--- config.mk ---
export PLATFORM = sky130hd
export DESIGN_NAME = usb_uart_bridge
export DESIGN_NICKNAME = d
export VERILOG_FILES = /design/src/rtl/usb_uart_pkg.sv /design/src/rtl/usb_uart_fifo.sv /design/src/rtl/usb_uart_bridge.sv
export SDC_FILE = /design/constraint.sdc
export NUM_CORES = 1
export LEC_CHECK = 0
export BUFFER_PORTS_ARGS = -buffer_cell sky130_fd_sc_hd__buf_4
export CAP_MARGIN = 20
export CORE_MARGIN = 2
export CORE_UTILIZATION = 45
export CTS_CLUSTER_DIAMETER = 120
export DETAILED_ROUTE_END_ITERATION = 6
export GPL_ROUTABILITY_DRIVEN = 0
export PLACE_DENSITY = 0.73
export REMOVE_ABC_BUFFERS = 1
export SYNTH_ARGS = -nofsm -noshare
export SYNTH_HDL_FRONTEND = slang
export SYNTH_HIERARCHICAL = 1
export SYNTH_SLANG_ARGS = --single-unit
--- constraint.sdc ---
create_clock -name clk_i -period 3.4 [get_ports clk_i]
set_input_delay 0.68 -clock clk_i [delete_from_list [all_inputs] [get_ports clk_i]]
set_output_delay 0.68 -clock clk_i [all_outputs]
set_load 0.005 [all_outputs]
--- src/rtl/usb_uart_pkg.sv ---
// Shared definitions for the USB CDC <-> UART bridge: FSM state encodings,
// 8N1 frame constants and the baud divisor helper.
package usb_uart_pkg;

  localparam int unsigned DATA_BITS = 8;
  localparam int unsigned STOP_BITS = 1;

  typedef enum logic [1:0] {
    TX_IDLE  = 2'd0,
    TX_START = 2'd1,
    TX_DATA  = 2'd2,
    TX_STOP  = 2'd3
  } tx_state_t;

  typedef enum logic [2:0] {
    RX_IDLE      = 3'd0,
    RX_START     = 3'd1,
    RX_DATA      = 3'd2,
    RX_STOP      = 3'd3,
    RX_WAIT_HIGH = 3'd4
  } rx_state_t;

  // Clock cycles per UART bit, rounded to nearest.
  function automatic int unsigned calc_div(input int unsigned clk_freq,
                                           input int unsigned baudrate);
    return (clk_freq + baudrate / 2) / baudrate;
  endfunction

endpackage

--- src/rtl/usb_uart_fifo.sv ---
// Small synchronous FIFO used as the RX byte buffer when USB_UART_RXFIFO_EN
// is defined. Head entry is presented on data_o (zero while empty); a push
// into a full FIFO is ignored unless a pop happens in the same cycle.
module usb_uart_fifo #(
  parameter int unsigned DEPTH = 16,
  parameter int unsigned WIDTH = 8
) (
  input  logic             clk_i,
  input  logic             rst_n,
  input  logic             push_i,
  input  logic [WIDTH-1:0] data_i,
  input  logic             pop_i,
  output logic [WIDTH-1:0] data_o,
  output logic             full_o,
  output logic             empty_o
);

  localparam int unsigned AW = (DEPTH > 1) ? $clog2(DEPTH) : 1;

  logic [WIDTH-1:0] r_mem [DEPTH];
  logic [AW-1:0]    r_wr_ptr;
  logic [AW-1:0]    r_rd_ptr;
  logic [AW:0]      r_count;
  logic             w_wr;
  logic             w_rd;

  assign full_o  = (r_count == (AW+1)'(DEPTH));
  assign empty_o = (r_count == '0);
  assign w_wr    = push_i & (~full_o | pop_i);
  assign w_rd    = pop_i & ~empty_o;
  assign data_o  = empty_o ? '0 : r_mem[r_rd_ptr];

  // Storage write; entries are only ever read after being written.
  // NOTE: the memory array has no reset so it maps onto plain registers/RAM;
  // only the pointers and count need a known value.
  always_ff @(posedge clk_i) begin
    if (w_wr) r_mem[r_wr_ptr] <= data_i;
  end

  // Pointer and occupancy bookkeeping; pointers wrap since DEPTH is 2^n.
  // NOTE: sequential state uses non-blocking assignments so every flop
  // samples pre-edge values regardless of statement order.
  always_ff @(posedge clk_i or negedge rst_n) begin
    if (!rst_n) begin
      r_wr_ptr <= '0;
      r_rd_ptr <= '0;
      r_count  <= '0;
    end else begin
      if (w_wr) r_wr_ptr <= r_wr_ptr + 1'b1;
      if (w_rd) r_rd_ptr <= r_rd_ptr + 1'b1;
      case ({w_wr, w_rd})
        2'b10:   r_count <= r_count + 1'b1;
        2'b01:   r_count <= r_count - 1'b1;
        default: r_count <= r_count;
      endcase
    end
  end

endmodule

--- src/rtl/usb_uart_bridge.sv ---
// Byte-stream <-> 8N1 UART bridge for the USB CDC endpoint, single clock.
// TX serialises accepted bytes; RX oversamples a synchronised line and
// offers received bytes on a valid/accept port.
// Build option: USB_UART_RXFIFO_EN selects a FIFO_DEPTH-entry RX FIFO;
// otherwise the RX buffer is a single holding register.
module usb_uart_bridge
  import usb_uart_pkg::*;
#(
  parameter int unsigned CLK_FREQ   = 60000000,
  parameter int unsigned BAUDRATE   = 1000000,
  parameter int unsigned FIFO_DEPTH = 16
) (
  input  logic       clk_i,
  input  logic       rst_n,
  input  logic       inport_valid_i,
  input  logic [7:0] inport_data_i,
  output logic       inport_accept_o,
  output logic       outport_valid_o,
  output logic [7:0] outport_data_o,
  input  logic       outport_accept_i,
  output logic       uart_tx_o,
  input  logic       uart_rx_i,
  output logic       rx_overflow_o
);

  localparam int unsigned DIV = calc_div(CLK_FREQ, BAUDRATE);
  localparam int unsigned CW  = $clog2(DIV);
  localparam logic [CW-1:0] BIT_LAST = CW'(DIV - 1);
  localparam logic [CW-1:0] BIT_HALF = CW'(DIV / 2);

  // Elaboration guards on configuration.
  if (DIV < 4) begin : g_bad_div
    $error("usb_uart_bridge: baud divisor must be at least 4");
  end
  if ((FIFO_DEPTH & (FIFO_DEPTH - 1)) != 0) begin : g_bad_depth
    $error("usb_uart_bridge: FIFO_DEPTH must be a power of two");
  end

  // ---------------------------------------------------------------- TX path
  tx_state_t     r_tx_state;
  logic [CW-1:0] r_tx_cnt;
  logic [2:0]    r_tx_idx;
  logic [7:0]    r_tx_shift;
  logic          r_tx;
  logic          w_tx_bit_end;

  assign w_tx_bit_end    = (r_tx_cnt == BIT_LAST);
  assign inport_accept_o = (r_tx_state == TX_IDLE);
  assign uart_tx_o       = r_tx;

  // TX FSM: line driven from a register so each level lasts exactly DIV cycles.
  always_ff @(posedge clk_i or negedge rst_n) begin
    if (!rst_n) begin
      r_tx_state <= TX_IDLE;
      r_tx_cnt   <= '0;
      r_tx_idx   <= '0;
      r_tx_shift <= '0;
      r_tx       <= 1'b1;
    end else begin
      case (r_tx_state)
        TX_IDLE: begin
          if (inport_valid_i) begin
            r_tx_shift <= inport_data_i;
            r_tx       <= 1'b0;
            r_tx_cnt   <= '0;
            r_tx_idx   <= '0;
            r_tx_state <= TX_START;
          end
        end
        TX_START: begin
          if (w_tx_bit_end) begin
            r_tx_cnt   <= '0;
            r_tx       <= r_tx_shift[0];
            r_tx_shift <= r_tx_shift >> 1;
            r_tx_state <= TX_DATA;
          end else begin
            r_tx_cnt <= r_tx_cnt + 1'b1;
          end
        end
        TX_DATA: begin
          if (w_tx_bit_end) begin
            r_tx_cnt <= '0;
            if (r_tx_idx == 3'(DATA_BITS - 1)) begin
              r_tx_idx   <= '0;
              r_tx       <= 1'b1;
              r_tx_state <= TX_STOP;
            end else begin
              r_tx_idx   <= r_tx_idx + 1'b1;
              r_tx       <= r_tx_shift[0];
              r_tx_shift <= r_tx_shift >> 1;
            end
          end else begin
            r_tx_cnt <= r_tx_cnt + 1'b1;
          end
        end
        TX_STOP: begin
          if (w_tx_bit_end) begin
            r_tx_cnt <= '0;
            if (r_tx_idx == 3'(STOP_BITS - 1)) begin
              r_tx_state <= TX_IDLE;
            end else begin
              r_tx_idx <= r_tx_idx + 1'b1;
            end
          end else begin
            r_tx_cnt <= r_tx_cnt + 1'b1;
          end
        end
        default: r_tx_state <= TX_IDLE;
      endcase
    end
  end

  // ---------------------------------------------------------------- RX path
  logic          r_rx_sync1;
  logic          r_rx_sync2;
  logic          r_rx_prev;
  rx_state_t     r_rx_state;
  logic [CW-1:0] r_rx_cnt;
  logic [2:0]    r_rx_idx;
  logic [7:0]    r_rx_shift;
  logic          w_rx_bit_end;
  logic          w_rx_push;
  logic          w_overflow;
  logic          r_rx_overflow;

  assign w_rx_bit_end = (r_rx_cnt == BIT_LAST);
  // Push on the stop-bit sample cycle when the stop bit is valid.
  assign w_rx_push    = (r_rx_state == RX_STOP) & w_rx_bit_end & r_rx_sync2;

  // Two-flop synchroniser plus one history flop for start-edge detection;
  // all idle high so reset never looks like a start bit.
  always_ff @(posedge clk_i or negedge rst_n) begin
    if (!rst_n) begin
      r_rx_sync1 <= 1'b1;
      r_rx_sync2 <= 1'b1;
      r_rx_prev  <= 1'b1;
    end else begin
      r_rx_sync1 <= uart_rx_i;
      r_rx_sync2 <= r_rx_sync1;
      r_rx_prev  <= r_rx_sync2;
    end
  end

  // RX FSM: mid-bit sampling anchored on the start edge.
  always_ff @(posedge clk_i or negedge rst_n) begin
    if (!rst_n) begin
      r_rx_state <= RX_IDLE;
      r_rx_cnt   <= '0;
      r_rx_idx   <= '0;
      r_rx_shift <= '0;
    end else begin
      case (r_rx_state)
        RX_IDLE: begin
          if (r_rx_prev && !r_rx_sync2) begin
            r_rx_cnt   <= '0;
            r_rx_state <= RX_START;
          end
        end
        RX_START: begin
          if (r_rx_cnt == BIT_HALF) begin
            r_rx_cnt   <= '0;
            r_rx_idx   <= '0;
            r_rx_state <= r_rx_sync2 ? RX_IDLE : RX_DATA;
          end else begin
            r_rx_cnt <= r_rx_cnt + 1'b1;
          end
        end
        RX_DATA: begin
          if (w_rx_bit_end) begin
            r_rx_cnt   <= '0;
            r_rx_shift <= {r_rx_sync2, r_rx_shift[7:1]};
            if (r_rx_idx == 3'(DATA_BITS - 1)) begin
              r_rx_state <= RX_STOP;
            end else begin
              r_rx_idx <= r_rx_idx + 1'b1;
            end
          end else begin
            r_rx_cnt <= r_rx_cnt + 1'b1;
          end
        end
        RX_STOP: begin
          if (w_rx_bit_end) begin
            r_rx_cnt   <= '0;
            r_rx_state <= r_rx_sync2 ? RX_IDLE : RX_WAIT_HIGH;
          end else begin
            r_rx_cnt <= r_rx_cnt + 1'b1;
          end
        end
        RX_WAIT_HIGH: begin
          if (r_rx_sync2) r_rx_state <= RX_IDLE;
        end
        default: r_rx_state <= RX_IDLE;
      endcase
    end
  end

  // ------------------------------------------------------------- RX buffer
`ifdef USB_UART_RXFIFO_EN
  logic w_fifo_full;
  logic w_fifo_empty;
  logic w_pop;

  assign w_pop           = ~w_fifo_empty & outport_accept_i;
  assign outport_valid_o = ~w_fifo_empty;
  assign w_overflow      = w_rx_push & w_fifo_full & ~w_pop;

  usb_uart_fifo #(
    .DEPTH (FIFO_DEPTH),
    .WIDTH (DATA_BITS)
  ) u_rx_fifo (
    .clk_i   (clk_i),
    .rst_n   (rst_n),
    .push_i  (w_rx_push),
    .data_i  (r_rx_shift),
    .pop_i   (w_pop),
    .data_o  (outport_data_o),
    .full_o  (w_fifo_full),
    .empty_o (w_fifo_empty)
  );
`else
  logic       r_hold_valid;
  logic [7:0] r_hold_data;

  assign outport_valid_o = r_hold_valid;
  assign outport_data_o  = r_hold_data;
  assign w_overflow      = w_rx_push & r_hold_valid & ~outport_accept_i;

  // Single holding register; a push is taken when empty or being drained.
  always_ff @(posedge clk_i or negedge rst_n) begin
    if (!rst_n) begin
      r_hold_valid <= 1'b0;
      r_hold_data  <= '0;
    end else if (w_rx_push && (!r_hold_valid || outport_accept_i)) begin
      r_hold_valid <= 1'b1;
      r_hold_data  <= r_rx_shift;
    end else if (outport_accept_i) begin
      r_hold_valid <= 1'b0;
    end
  end
`endif

  // Dropped-byte indication, registered to give a clean one-cycle pulse.
  always_ff @(posedge clk_i or negedge rst_n) begin
    if (!rst_n) r_rx_overflow <= 1'b0;
    else        r_rx_overflow <= w_overflow;
  end

  assign rx_overflow_o = r_rx_overflow;

endmodule

* Yosys cells after proc, flatten, opt, wreduce, memory -nomap -nowiden *
Cells that the tools add are included.
Widths: inputs -> output; s select.

word-level totals
  flip-flop bits (word level) = 53
  bits of input ports = 13
  logic and storage cells = 119

operators by class
  add/subtract/negate cells = 4
  equality and inequality tests = 27
  mux-type cells = 45
  bitwise operators = 5
  reduce and logical (&&, ||, !) cells = 23

operators with widths
  kind                 number
  $mux 3               15
  $mux 8               4
  $mux 6               5
  $ne 2x2->1 const B   15
  $pmux 8 s3           1
  $pmux 6 s3           1
  $pmux 3 s5           1
  $mux 2               7
  $add 6x1->6 const B  2
  $eq 6x6->1 const B   2
  $pmux 6 s2           1
  $reduce_and 6->1     2
  $reduce_and 5->1     2
  $eq 3x3->1 const B   3
  $pmux 3 s3           1
  $reduce_bool 3->1    3
  $pmux 2 s4           1
  $reduce_and 4->1     2
  $add 3x1->3 const B  2
  $eq 3x2->1 const B   2
  $eq 6x5->1 const B   1
  $logic_not 3->1      2
  $mux 1               6
  $pmux 3 s2           1
  14 further kinds     22

* Logic depth before layout (Yosys ltp) *
Gate-level depths: netlist (run 1).

  depth after elaboration = 5
  gate-level depth with buffers = 8
  depth with buffers taken out = 7

* Least setup slack after synthesis (run 1) *
Ideal clock, no wire load.

  path type = register to register
  from = reg r_rx_cnt[0]
  to = reg r_hold_data[0] (netlist: outport_data_o[0])
  data arrival time = 1637 ps
  data required time = 3275 ps
  path slack = 1639 ps
  cell stages (with the launch flop) = 8
  cell sequence = dfrtp_1 ha_1 nand2_1 nor3_4 nand4_2 nor2b_1 buf_4 mux2_2

between the ends
  cells in the longest elaborated chain, start to end = 4

ends and longest elaborated chain
  item                       RTL line                text
  start, declared            usb_uart_bridge.sv:118  logic [CW-1:0] r_rx_cnt;
  start signal, assigned     usb_uart_bridge.sv:165  r_rx_cnt <= r_rx_cnt + 1'b1;
  start signal, assigned     usb_uart_bridge.sv:178  r_rx_cnt <= r_rx_cnt + 1'b1;
  start signal, assigned     usb_uart_bridge.sv:186  r_rx_cnt <= r_rx_cnt + 1'b1;
  $eq 6x6->1                 usb_uart_bridge.sv:126  assign w_rx_bit_end = (r_rx_cnt == BIT_LAST);
  $and 1x1->1 (2 in series)  usb_uart_bridge.sv:128  assign w_rx_push = (r_rx_state == RX_STOP) & w_rx_bit_end & r_rx_sync2;
  $logic_and 1x1->1          usb_uart_bridge.sv:233  end else if (w_rx_push && (!r_hold_valid || outport_accept_i)) begin
  end signal, assigned       usb_uart_bridge.sv:235  r_hold_data <= r_rx_shift;
  end, declared              usb_uart_bridge.sv:222  logic [7:0] r_hold_data;

No other way between the ends.
A chain may end at the register's enable or synchronous reset.

* Final worst setup path (run 1) *
  from = reg r_rx_cnt[0]
  to = reg r_hold_data[3] (netlist: outport_data_o[3])

Same word-level chain as after synthesis.

==> impl_results.md, run 1 <==
- Fin area: 0.00301 sq mm
- Int Power: 821 uW
- Post-Place Setup Slack: 1.07 ns
- Status: finished, final reports clean
- Leading cell types in the layout, fill and taps excluded: dfrtp_1, mux2_2, buf_4
- Max Fclk: 433 MHz
- ANT cells: 0
- Clock Pin Slew Worst Setup and Hold Paths: 0.10 ns
- Number of synthesized register bits: 53
- First-pass GRT wire length: 7.38 mm
- Core Area: 0.00585 sq mm
- Seq/Total Area, Yosys: 49.7%
- Post-CTS sizing: 0
- Final Skew: 0.00876 ns
- Routed wire length: 4.29 mm
- Top-area cell type share of the netlist area: 45.8%
- Cell Area, Synth: 0.00268 sq mm
- Final hold vios: 0
- Number of enable flip-flop cells after synthesis: 0
- DRT antenna net count: 0
- Vias per inst: 5.17
- Psw: 276 uW
- Syn Inst Count: 228
- CP max stage delay: 0.61 ns
- IO Count: 25
- CP arrival: 2.51 ns
- P_leak: 0.00146 uW
- Commonest non-fill, non-tap cell in the layout: dfrtp_1
- TritonCTS clock tree: yes
- # DRC: 0
- Layout Cells excl Fill: 328
- Final max-slew violation count: 0
- Crit-path cells: ha_1 > nand2_1 > nor3_4 > nand4_2 > nor2b_1 > mux2_2
- Max cap viols: 0
- Max Root-Sink Buffers: 2
- Root buf cell: clkbuf_8
- Setup repair bufs after CTS: 0
- Number of buffers added on ports: 24
- Layout cells sized above 1: 31.2%
- Via count: 1696
- Final HPWL from detailed placement: 3.08 mm
- Initial Utilization: 45.8%
- RSZ-0062 raised after global routing: no
- Clock Sinks: 53
- Min-Delay Path Class: flip-flop to flip-flop
- Die Ht: 81.1 microns
- Synth async-reset ratio: 100%
- Combinational Power Share: 5.5%
- Syn avg cell area: 11.7 sq um
- Minimum clock period: 2.31 ns
- Unique masters post-synth: 50
- Post-synth top area cell: dfrtp_1
- Final WS setup: 1.09 ns
- Worst-Skew Late Latency: 0.31 ns
- Antenna violations before repair: 0
- Total CTS buffers: 5
- Detailed Route Iter0 Violations: 62
- Synth warn: 6
- Critical path type: flip-flop to flip-flop
- Per-cell routed wire length: 13.1 microns
- CP Max Fanout: 8
- Setup violations, final: 0
- Die ar.: 0.00658 sq mm
- Hold_ws: 0.351 ns
- Placed Instance Area: 0.00292 sq mm
- Max_slew headroom: 51.2%
- Inst Count DP: 320
- Main synth FF type: dfrtp_1
- Synth area leaders: dfrtp_1, mux2_2, ha_1, mux2_4, dfstp_2
- Req. time, crit path: 3.60 ns
- Clock share of power: 33.6%
- Area grow syn2layout: 12.4%
- VDD IR max: 241 uV
- Worst path slowest cell: nor2b_1
- Final nets: 278
- Startpoint types: flip-flop
- Crit. End Element: flip-flop
- TritonRoute pass-1 iters: 4
- GR Overflow Total: 0
- Largest net degree at the start of global routing: 54
- Worst-Margin Slew: 0.731 ns
- Setup TNS: 0 ns
- Vias in the first global route: 1667
- Hold_buf cts: 0
- PD cells: 365 mW/mm^2
- Sequential share of power: 60.9%
- Fin crit share: 67.9%
- Die X: 81.1 microns
- Net Sw Frac: 25.1%
- CTS H-tree lvls: 2
- Total GRT Usage: 14.2%
- Rows: 28
## cells in the mapped netlist, types with 2 or more instances
cell,instances
dfstp_2,4
nand2b_1,4
mux2_4,8
o21a_1,2
nand4_1,2
mux2_2,24
inv_1,11
dfrtp_1,49
ha_1,13
mux2i_1,6
xor2_1,4
nand3b_1,3
nor2b_1,5
o22ai_1,2
a21o_1,3
nand2_1,17
a21oi_1,5
o21ai_0,12
nor2_1,17
nand3_1,3
buf_2,5
## critical path, delay by kind of cell (launching register included)
kind	cells	cell delay (ns)
muxes	1	0.41
DFF	1	0.42
adders and majority gates	1	0.23
and+or+nand+nor	4	1.14
## stage by stage
| step | util (%) | power [uW] |
|---|---|---|
| finish | 51.4 | 1100 |
| global route | 51.4 | 1150 |
| CTS | 51.4 | 1120 |
| detailed placement | 49.8 | 743 |
| global placement | 49.8 | 739 |
| floorplan | - | 708 |
## power groups by stage
stage               clock, uW  combinational, uW  sequential [uW]
finish                    368               60.2              668
global route              408               70.2              671
CTS                       386               62.3              668
detailed placement          0               62.0              681
global placement            0               60.6              678
floorplan                   0               31.8              676
## final timing paths
| check | start | slack, ns | endpoint | cells past startpoint |
|---|---|---|---|---|
| max | r_rx_cnt[0] | 1.09 | outport_data_o[3] | 6 |
| min | r_rx_sync1 | 0.35 | r_rx_sync2 | 0 |
| max reg2reg | r_rx_cnt[0] | 1.09 | outport_data_o[3] | 6 |
| min reg2reg | r_rx_sync1 | 0.35 | r_rx_sync2 | 0 |
| max in group asynchronous | rst_n | 2.57 | r_tx_cnt[4] | 1 |
| min in group asynchronous | rst_n | 0.39 | r_rx_cnt[3] | 1 |
## metal layers
metal  track usage (%)  wire length, microns  vias up  share of wire [%]
met1              18.1                  2040      821                 48
met3              3.33                   126        5                2.9
met2              23.6                  2070       26                 48
li1                  -                     -      844                  -
met5                 0                     0        -                  0
met4              5.08                    48        0                1.1
## flip-flops by register name (all words and copies together) (netlist names), 2 cells and up
signal	cells
r_rx_state	3
r_rx_shift	8
r_rx_idx	3
r_tx_state	2
r_tx_idx	3
r_tx_shift	8
r_tx_cnt	6
r_rx_cnt	6
outport_data_o	8
## cells by family after synthesis
group / share of synthesized area, %
adder cells (fa/ha/maj): 6.07
buffers and inverters: 2.90
AO/OA/AOI/OAI: 10.4
flip-flops: 49.7
multiplexers: 17.2
XOR/XNOR: 1.64
AND/OR/NAND/NOR: 12.0
## cell type report
type | instances | area [sq um]
clock buffer | 5 | 68.8
clock inverter | 3 | 25.0
fill | 514 | 2840
inverter | 11 | 41.3
multi-input combinational | 157 | 1270
sequential | 53 | 1330
tap | 75 | 93.8
timing repair buffer | 24 | 180
No activity file was read; power rests on OpenSTA's default activity.
==> inputs of run 2 (changes only) <==
ABC_AREA = 1   (was default)
clock period = 2.17 ns   (was 3.4 ns; I/O delays follow)
==> run 2 against run 1 <==
Against the previous run:
- final cell count increased by 35%
- via count increased by 26%
- clock skew decreased by 0.0026 ns
- combinational power increased to 25 times the previous value
- synthesized area increased by 3.4%
- flip-flop and latch count unchanged
- register-to-register slack got worse by 0.74 ns
- critical path type unchanged
==> impl_results.md, run 2 <==
- Synth area leaders: dfrtp_1, nand2_1, ha_1, inv_1, dfstp_2
- GR Overflow Total: 0 (unchanged)
- Core Area: 0.00592 sq mm (+1.2%)
- Min-Delay Path Class: input pin to async pin
- Number of synthesized register bits: 53 (unchanged)
- Initial Utilization: 46.8% (+1.0 points)
- Area grow syn2layout: 12.4% (about the same)
- Max_slew headroom: 57.4% (+6.2 points)
- Syn Inst Count: 338 (+48%)
- Clock Sinks: 53 (unchanged)
- TritonCTS clock tree: yes
- Post-Place Setup Slack: 0.369 ns (-0.700 ns)
- RSZ-0062 raised after global routing: no
- Final core utilization: 52.6% (+1.1 points)
- Final WS setup: 0.345 ns (-0.745 ns)
- Top delay family on crit path: simple AND/OR/NAND/NOR gates
- Max cap viols: 0 (unchanged)
- Most common cell in the netlist: nand2_1
- CP arrival: 2.02 ns (-0.49 ns)
- ANT cells: 0 (unchanged)
- Post-synth top area cell: dfrtp_1
- Max Root-Sink Buffers: 2 (unchanged)
- Inst Count DP: 434 (+36%)
- IO Count: 25 (unchanged)
- Crit path depth: 8 (+2)
- Final Skew: 0.00616 ns (-0.00261 ns)
- Vias in the first global route: 1948 (+17%)
- Detailed Route Iter0 Violations: 126 (+100%)
- Worst R2R Start: r_tx_state[0]
- Worst path most repeated cell: nand2_1
- Setup violations, final: 0 (unchanged)
- Hold_buf cts: 0 (unchanged)
- Final HPWL from detailed placement: 3.48 mm (+13%)
- Die Ht: 82.4 microns (+1.6%)
- Critical path type: flip-flop to flip-flop
- TritonRoute pass-1 iters: 4 (unchanged)
- CP Max Fanout: 9 (+1)
- Post-CTS sizing: 0 (unchanged)
- Syn avg cell area: 8.19 sq um (-30%)
- Crit. End Element: flip-flop
- Placed Instance Area: 0.00303 sq mm (+3.8%)
- Leading cell types in the layout, fill and taps excluded: nand2_1, dfrtp_1, inv_1
- Per-cell routed wire length: 10.9 microns (-17%)
- Crit path to: r_tx_shift[6]
- Via count: 2134 (+26%)
- Worst-Margin Slew: 0.639 ns (-0.0914 ns)
- Cell Area, Synth: 0.00277 sq mm (+3.4%)
- Die ar.: 0.00680 sq mm (+3.2%)
- Die X: 82.4 microns (+1.6%)
- P_leak: 0.00158 uW (+8.2%)
- Minimum clock period: 1.82 ns (-0.485 ns)
- Commonest cells in the netlist: nand2_1, dfrtp_1, inv_1
- # DRC: 0 (unchanged)
- Routed wire length: 4.82 mm (+12%)
- Top-area cell type share of the netlist area: 44.3% (-1.5 points)
- Layout Cells excl Fill: 442 (+35%)
- Layout cells sized above 1: 16.6% (-15 points)
- First-pass GRT wire length: 8.38 mm (+13%)
- FF-to-FF path depth: 8 (+2)
- DRT antenna net count: 0 (unchanged)
- Status: finished, final reports clean
- Seq/Total Area, Yosys: 48.1% (-1.6 points)
- Worst path slowest cell: dfrtp_1
- Worst-Skew Late Latency: 0.31 ns (about the same)
- RR Endpoint: r_tx_shift[6]
- Final nets: 392 (+41%)
- Number of buffers added on ports: 24 (unchanged)
- Worst R2R Setup Slack: 0.35 ns (-0.74 ns)
- Commonest non-fill, non-tap cell in the layout: nand2_1
- Crit. Startpoint: r_tx_state[0]
- Synth async-reset ratio: 100% (unchanged)
- # fillers: 543 (+5.6%)
- CTS H-tree lvls: 2 (unchanged)
- Root buf cell: clkbuf_8
- Setup TNS: 0 ns (unchanged)
- Total GRT Usage: 15.7% (+1.5 points)
- Largest net degree at the start of global routing: 54 (unchanged)
- Clock Pin Slew Worst Setup and Hold Paths: 0.10 ns (about the same)
- Crit-path cells: inv_1 > ha_1 > or2_1 > nor2_1 > nor2_2 > nand3_4 > nand2_1 > nand2_1
- Fin area: 0.00311 sq mm (+3.5%)
- Worst Path Buf+Inv: 1 (+1)
- Max Fclk: 548 MHz (+27%)
- Main synth FF type: dfrtp_1
- Final hold vios: 0 (unchanged)
- Req. time, crit path: 2.37 ns (-1.23 ns)
- Total CTS buffers: 5 (unchanged)
- Vias per inst: 4.83 (-6.6%)
- Fin crit share: 84.1% (+16 points)
- VDD IR max: 721 uV (+200%)
- Number of enable flip-flop cells after synthesis: 0 (unchanged)
- Setup repair bufs after CTS: 0 (unchanged)
- Synth warn: 6 (unchanged)
- Antenna violations before repair: 0 (unchanged)
- CP max stage delay: 0.42 ns (-0.19 ns)
- Unique masters post-synth: 27 (-46%)
- PD cells: 1110 mW/mm^2 (+200%)
- Startpoint types: flip-flop
- Rows: 28 (unchanged)
- Final max-slew violation count: 0 (unchanged)
run 2: kinds of logic after synthesis:
family | synth area share (%)
adders and majority gates | 5.87
buffers and inverters | 6.15
xor gates and xnor gates | 1.58
AOI/OAI and AO/OA | 8.04
DFF | 48.1
and+or+nand+nor | 30.3
run 2: worst min-delay path by stage:
stage / slack [ns] / startpoint / end
2_1_floorplan: 0.14 / rst_n / outport_data_o[0]
3_3_place_gp: 0.35 / r_rx_sync1 / r_rx_sync2
3_5_place_dp: 0.35 / r_rx_sync1 / r_rx_sync2
4_1_cts: 0.17 / rst_n / outport_data_o[0]
5_1_grt: 0.20 / rst_n / outport_data_o[1]
6_report: 0.14 / rst_n / outport_data_o[0]
run 2: per-layer routing:
metal / global-route usage [%] / wire, microns / up-vias
met2: 26.5 / 2230 / 30
met1: 20.3 / 2370 / 970
met4: 4.50 / 56 / 0
met5: 0 / 0 / -
li1: - / - / 1128
met3: 3.37 / 160 / 6
run 2: through the flow:
stage          power [uW]  hold WS [ns]
2_1_floorplan        2540         0.138
3_3_place_gp         2870         0.346
3_5_place_dp         2930         0.347
4_1_cts              3480         0.169
5_1_grt              3780         0.198
6_report             3450         0.145
run 2: layout make-up:
cell class | instances | area [sq um] | area share, %
Sequential cell | 53 | 1330 | 42.8
Multi-Input combinational cell | 242 | 1270 | 40.7
Timing Repair Buffer | 25 | 188 | 6.03
Inverter | 39 | 146 | 4.70
Tap cell | 75 | 93.8 | 3.01
Clock buffer | 5 | 68.8 | 2.21
Clock inverter | 3 | 17.5 | 0.563
run 2: report_power, final:
group | switching, uW | internal [uW]
Clock | 330 | 224
Sequential | 170 | 1190
Combinational | 1010 | 529
==> inputs of run 3 (changes only) <==
ABC_AREA = 0   (was 1)
clock period = 1.9 ns   (was 2.17 ns; I/O delays follow)
==> run 3 against run 2 <==
Against the previous run:
- final cell count shrank 24%
- global-route usage fell by 0.78 points
- critical path depth down 1
- count of clock-buffer cells in the layout unchanged
- hold slack got worse by 0.056 ns
- flip-flop and latch count is the same
- total power shrank 36%
- first-iteration DRC count is 12% lower
- clock power is 61% higher
- critical path type unchanged
==> impl_results.md, run 3 (synthesis gave the netlist of run 1 again) <==
- Req. time, crit path: 2.10 ns (-0.27 ns)
- Rows: 28 (unchanged)
- Root buf cell: clkbuf_8
- Crit path depth: 7 (-1)
- Crit. Startpoint: r_rx_cnt[1]
- Minimum clock period: 1.83 ns (+0.00853 ns)
- Total GRT Usage: 14.9% (-0.78 points)
- Inst Count DP: 327 (-25%)
- DR WL met3: 136 microns (-15%)
- Max Root-Sink Buffers: 2 (unchanged)
- Min-Delay Path Class: input pin to async pin
- VDD IR max: 322 uV (-55%)
- Final Skew: 0.00770 ns (+0.00154 ns)
- Hold_ws: 0.0885 ns (-0.0564 ns)
- ANT cells: 0 (unchanged)
- Max Fclk: 545 MHz (-0.47%)
- Fin area: 0.00314 sq mm (+0.80%)
- P_leak: 0.00152 uW (-4.3%)
- # fillers: 522 (-3.9%)
- Layout cells sized above 1: 35.2% (+19 points)
- Critical path type: flip-flop to flip-flop
- Post-Place Setup Slack: 0.0438 ns (-0.325 ns)
- CP max stage delay: 0.44 ns (+0.02 ns)
- Max layer used: met4
- RSZ-0062 raised after global routing: yes
- Final nets: 286 (-27%)
- Worst R2R Setup Slack: 0.07 ns (-0.28 ns)
- Area grow syn2layout: 17.2%
- Worst Path Buf+Inv: 1 (unchanged)
- Total CTS buffers: 5 (unchanged)
- Detailed Route Iter0 Violations: 111 (-12%)
- PD cells: 704 mW/mm^2 (-36%)
- Die ar.: 0.00658 sq mm (-3.1%)
- Vias per inst: 5.30 (+9.8%)
- Routed wire length on met2: 2.18 mm (-2.4%)
- Crit-path cells: ha_4 > nand2_2 > nor3_4 > nand4_2 > nor2b_1 > buf_4 > mux2_2
- # DRC: 0 (unchanged)
- Final HPWL from detailed placement: 3.10 mm (-11%)
- Final max-slew violation count: 0 (unchanged)
- Multi-input gate area: 0.00130 sq mm (+2.3%)
- Wl on met1: 2.06 mm (-13%)
- Crit path to: outport_data_o[5]
- Placed Instance Area: 0.00297 sq mm (-1.9%)
- Layout Cells excl Fill: 336 (-24%)
- Worst-Margin Slew: 0.656 ns (+0.0167 ns)
- CP Max Fanout: 8 (-1)
- Commonest non-fill, non-tap cell in the layout: dfrtp_1
- Status: finished, final reports clean
- Die X: 81.1 microns (-1.6%)
- Top delay family on crit path: simple AND/OR/NAND/NOR gates
- Crit. End Element: flip-flop
- Worst path slowest cell: dfrtp_1
- Setup violations, final: 0 (unchanged)
- Reg area: 0.00133 sq mm (about the same)
- Fin crit share: 96.5% (+12 points)
- Initial Utilization: 45.8% (-1.0 points)
- CP arrival: 2.03 ns (about the same)
- DRT antenna net count: 0 (unchanged)
- Total power: 2210 uW (-36%)
- Largest net degree at the start of global routing: 54 (unchanged)
- Clock Sinks: 53 (unchanged)
- Clock Pin Slew Worst Setup and Hold Paths: 0.10 ns (about the same)
- Number of buffers added on ports: 24 (unchanged)
- TritonRoute pass-1 iters: 4 (unchanged)
- Worst R2R Start: r_rx_cnt[1]
- IO Count: 25 (unchanged)
- Max cap viols: 0 (unchanged)
- Core Area: 0.00585 sq mm (-1.2%)
- GR Overflow Total: 0 (unchanged)
- Final WS setup: 0.0668 ns (-0.279 ns)
- FF-to-FF path depth: 7 (-1)
- Vias in the first global route: 1711 (-12%)
- First-pass GRT wire length: 7.66 mm (-8.6%)
- Final hold vios: 0 (unchanged)
- Via count: 1782 (-16%)
- Per-cell routed wire length: 13.2 microns (+21%)
- Startpoint types: flip-flop
- TritonCTS clock tree: yes
- Die Ht: 81.1 microns (-1.6%)
- RR Endpoint: outport_data_o[5]
- CTS H-tree lvls: 2 (unchanged)
- Max_slew headroom: 56.3% (-1.1 points)
- Antenna violations before repair: 0 (unchanged)
- Leading cell types in the layout, fill and taps excluded: dfrtp_1, buf_4, mux2_2
- Routed wire length: 4.42 mm (-8.3%)
- Worst-Skew Late Latency: 0.30 ns (about the same)
## run 3: cell types whose count changed in the layout (fill, tap and decap cells not counted), sizes merged, moves of 3 or more
cell / previous run / this run
nand2: 115 / 18
mux2: 0 / 33
inv: 39 / 11
nand3: 23 / 3
o21ai: 30 / 13
nor2: 34 / 18
buf: 25 / 32
nand4: 10 / 3
mux2i: 0 / 6
nor2b: 0 / 5
nand2b: 0 / 4
a21o: 0 / 3
or3: 0 / 3
## run 3: per-stage QoR
step | setup TNS (ns) | utilization (%)
after detailed placement | 0 | 50.7
after global placement | 0 | 50.7
after global routing | -0.253 | 53.6
final | 0 | 53.6
after floorplan | -0.658 | -
after CTS | 0 | 53.0
## run 3: power by group
part | internal [uW] | leakage [uW] | switching, uW
registers | 1160 | 0.000686 | 45.2
clock network | 523 | 0.0000681 | 367
logic | 56.4 | 0.000761 | 61.6
total | 1740 | 0.00152 | 473
## run 3: timing repair
item	4_1_cts	5_1_grt
endpoints found under the setup margin	0	28
hold buffers	0	0
setup buffers	0	1
resized for setup	0	8
## run 3: metal layers
metal  vias up  track usage (%)
li1        861                -
met1       891             19.7
met2        23             24.4
met3         7             3.11
met4         0             5.25
met5         -                0
## run 3: how the worst min path moves through the flow
stage                          start           endpoint  depth (start not counted)
after detailed placement  r_rx_sync1         r_rx_sync2                          0
after CTS                      rst_n        r_rx_cnt[5]                          1
after global placement    r_rx_sync1         r_rx_sync2                          0
after floorplan                rst_n  outport_data_o[0]                          0
final                          rst_n        r_rx_cnt[4]                          1
after global routing           rst_n        r_rx_cnt[4]                          1
## run 3: layout make-up
type	count	area share [%]
flip-flops and latches	53	42.5
multi-input cells	157	41.3
repair buffers	32	7.66
well taps	75	2.99
clock buffers	5	2.19
clock inverters	3	2.07
inverters	11	1.32
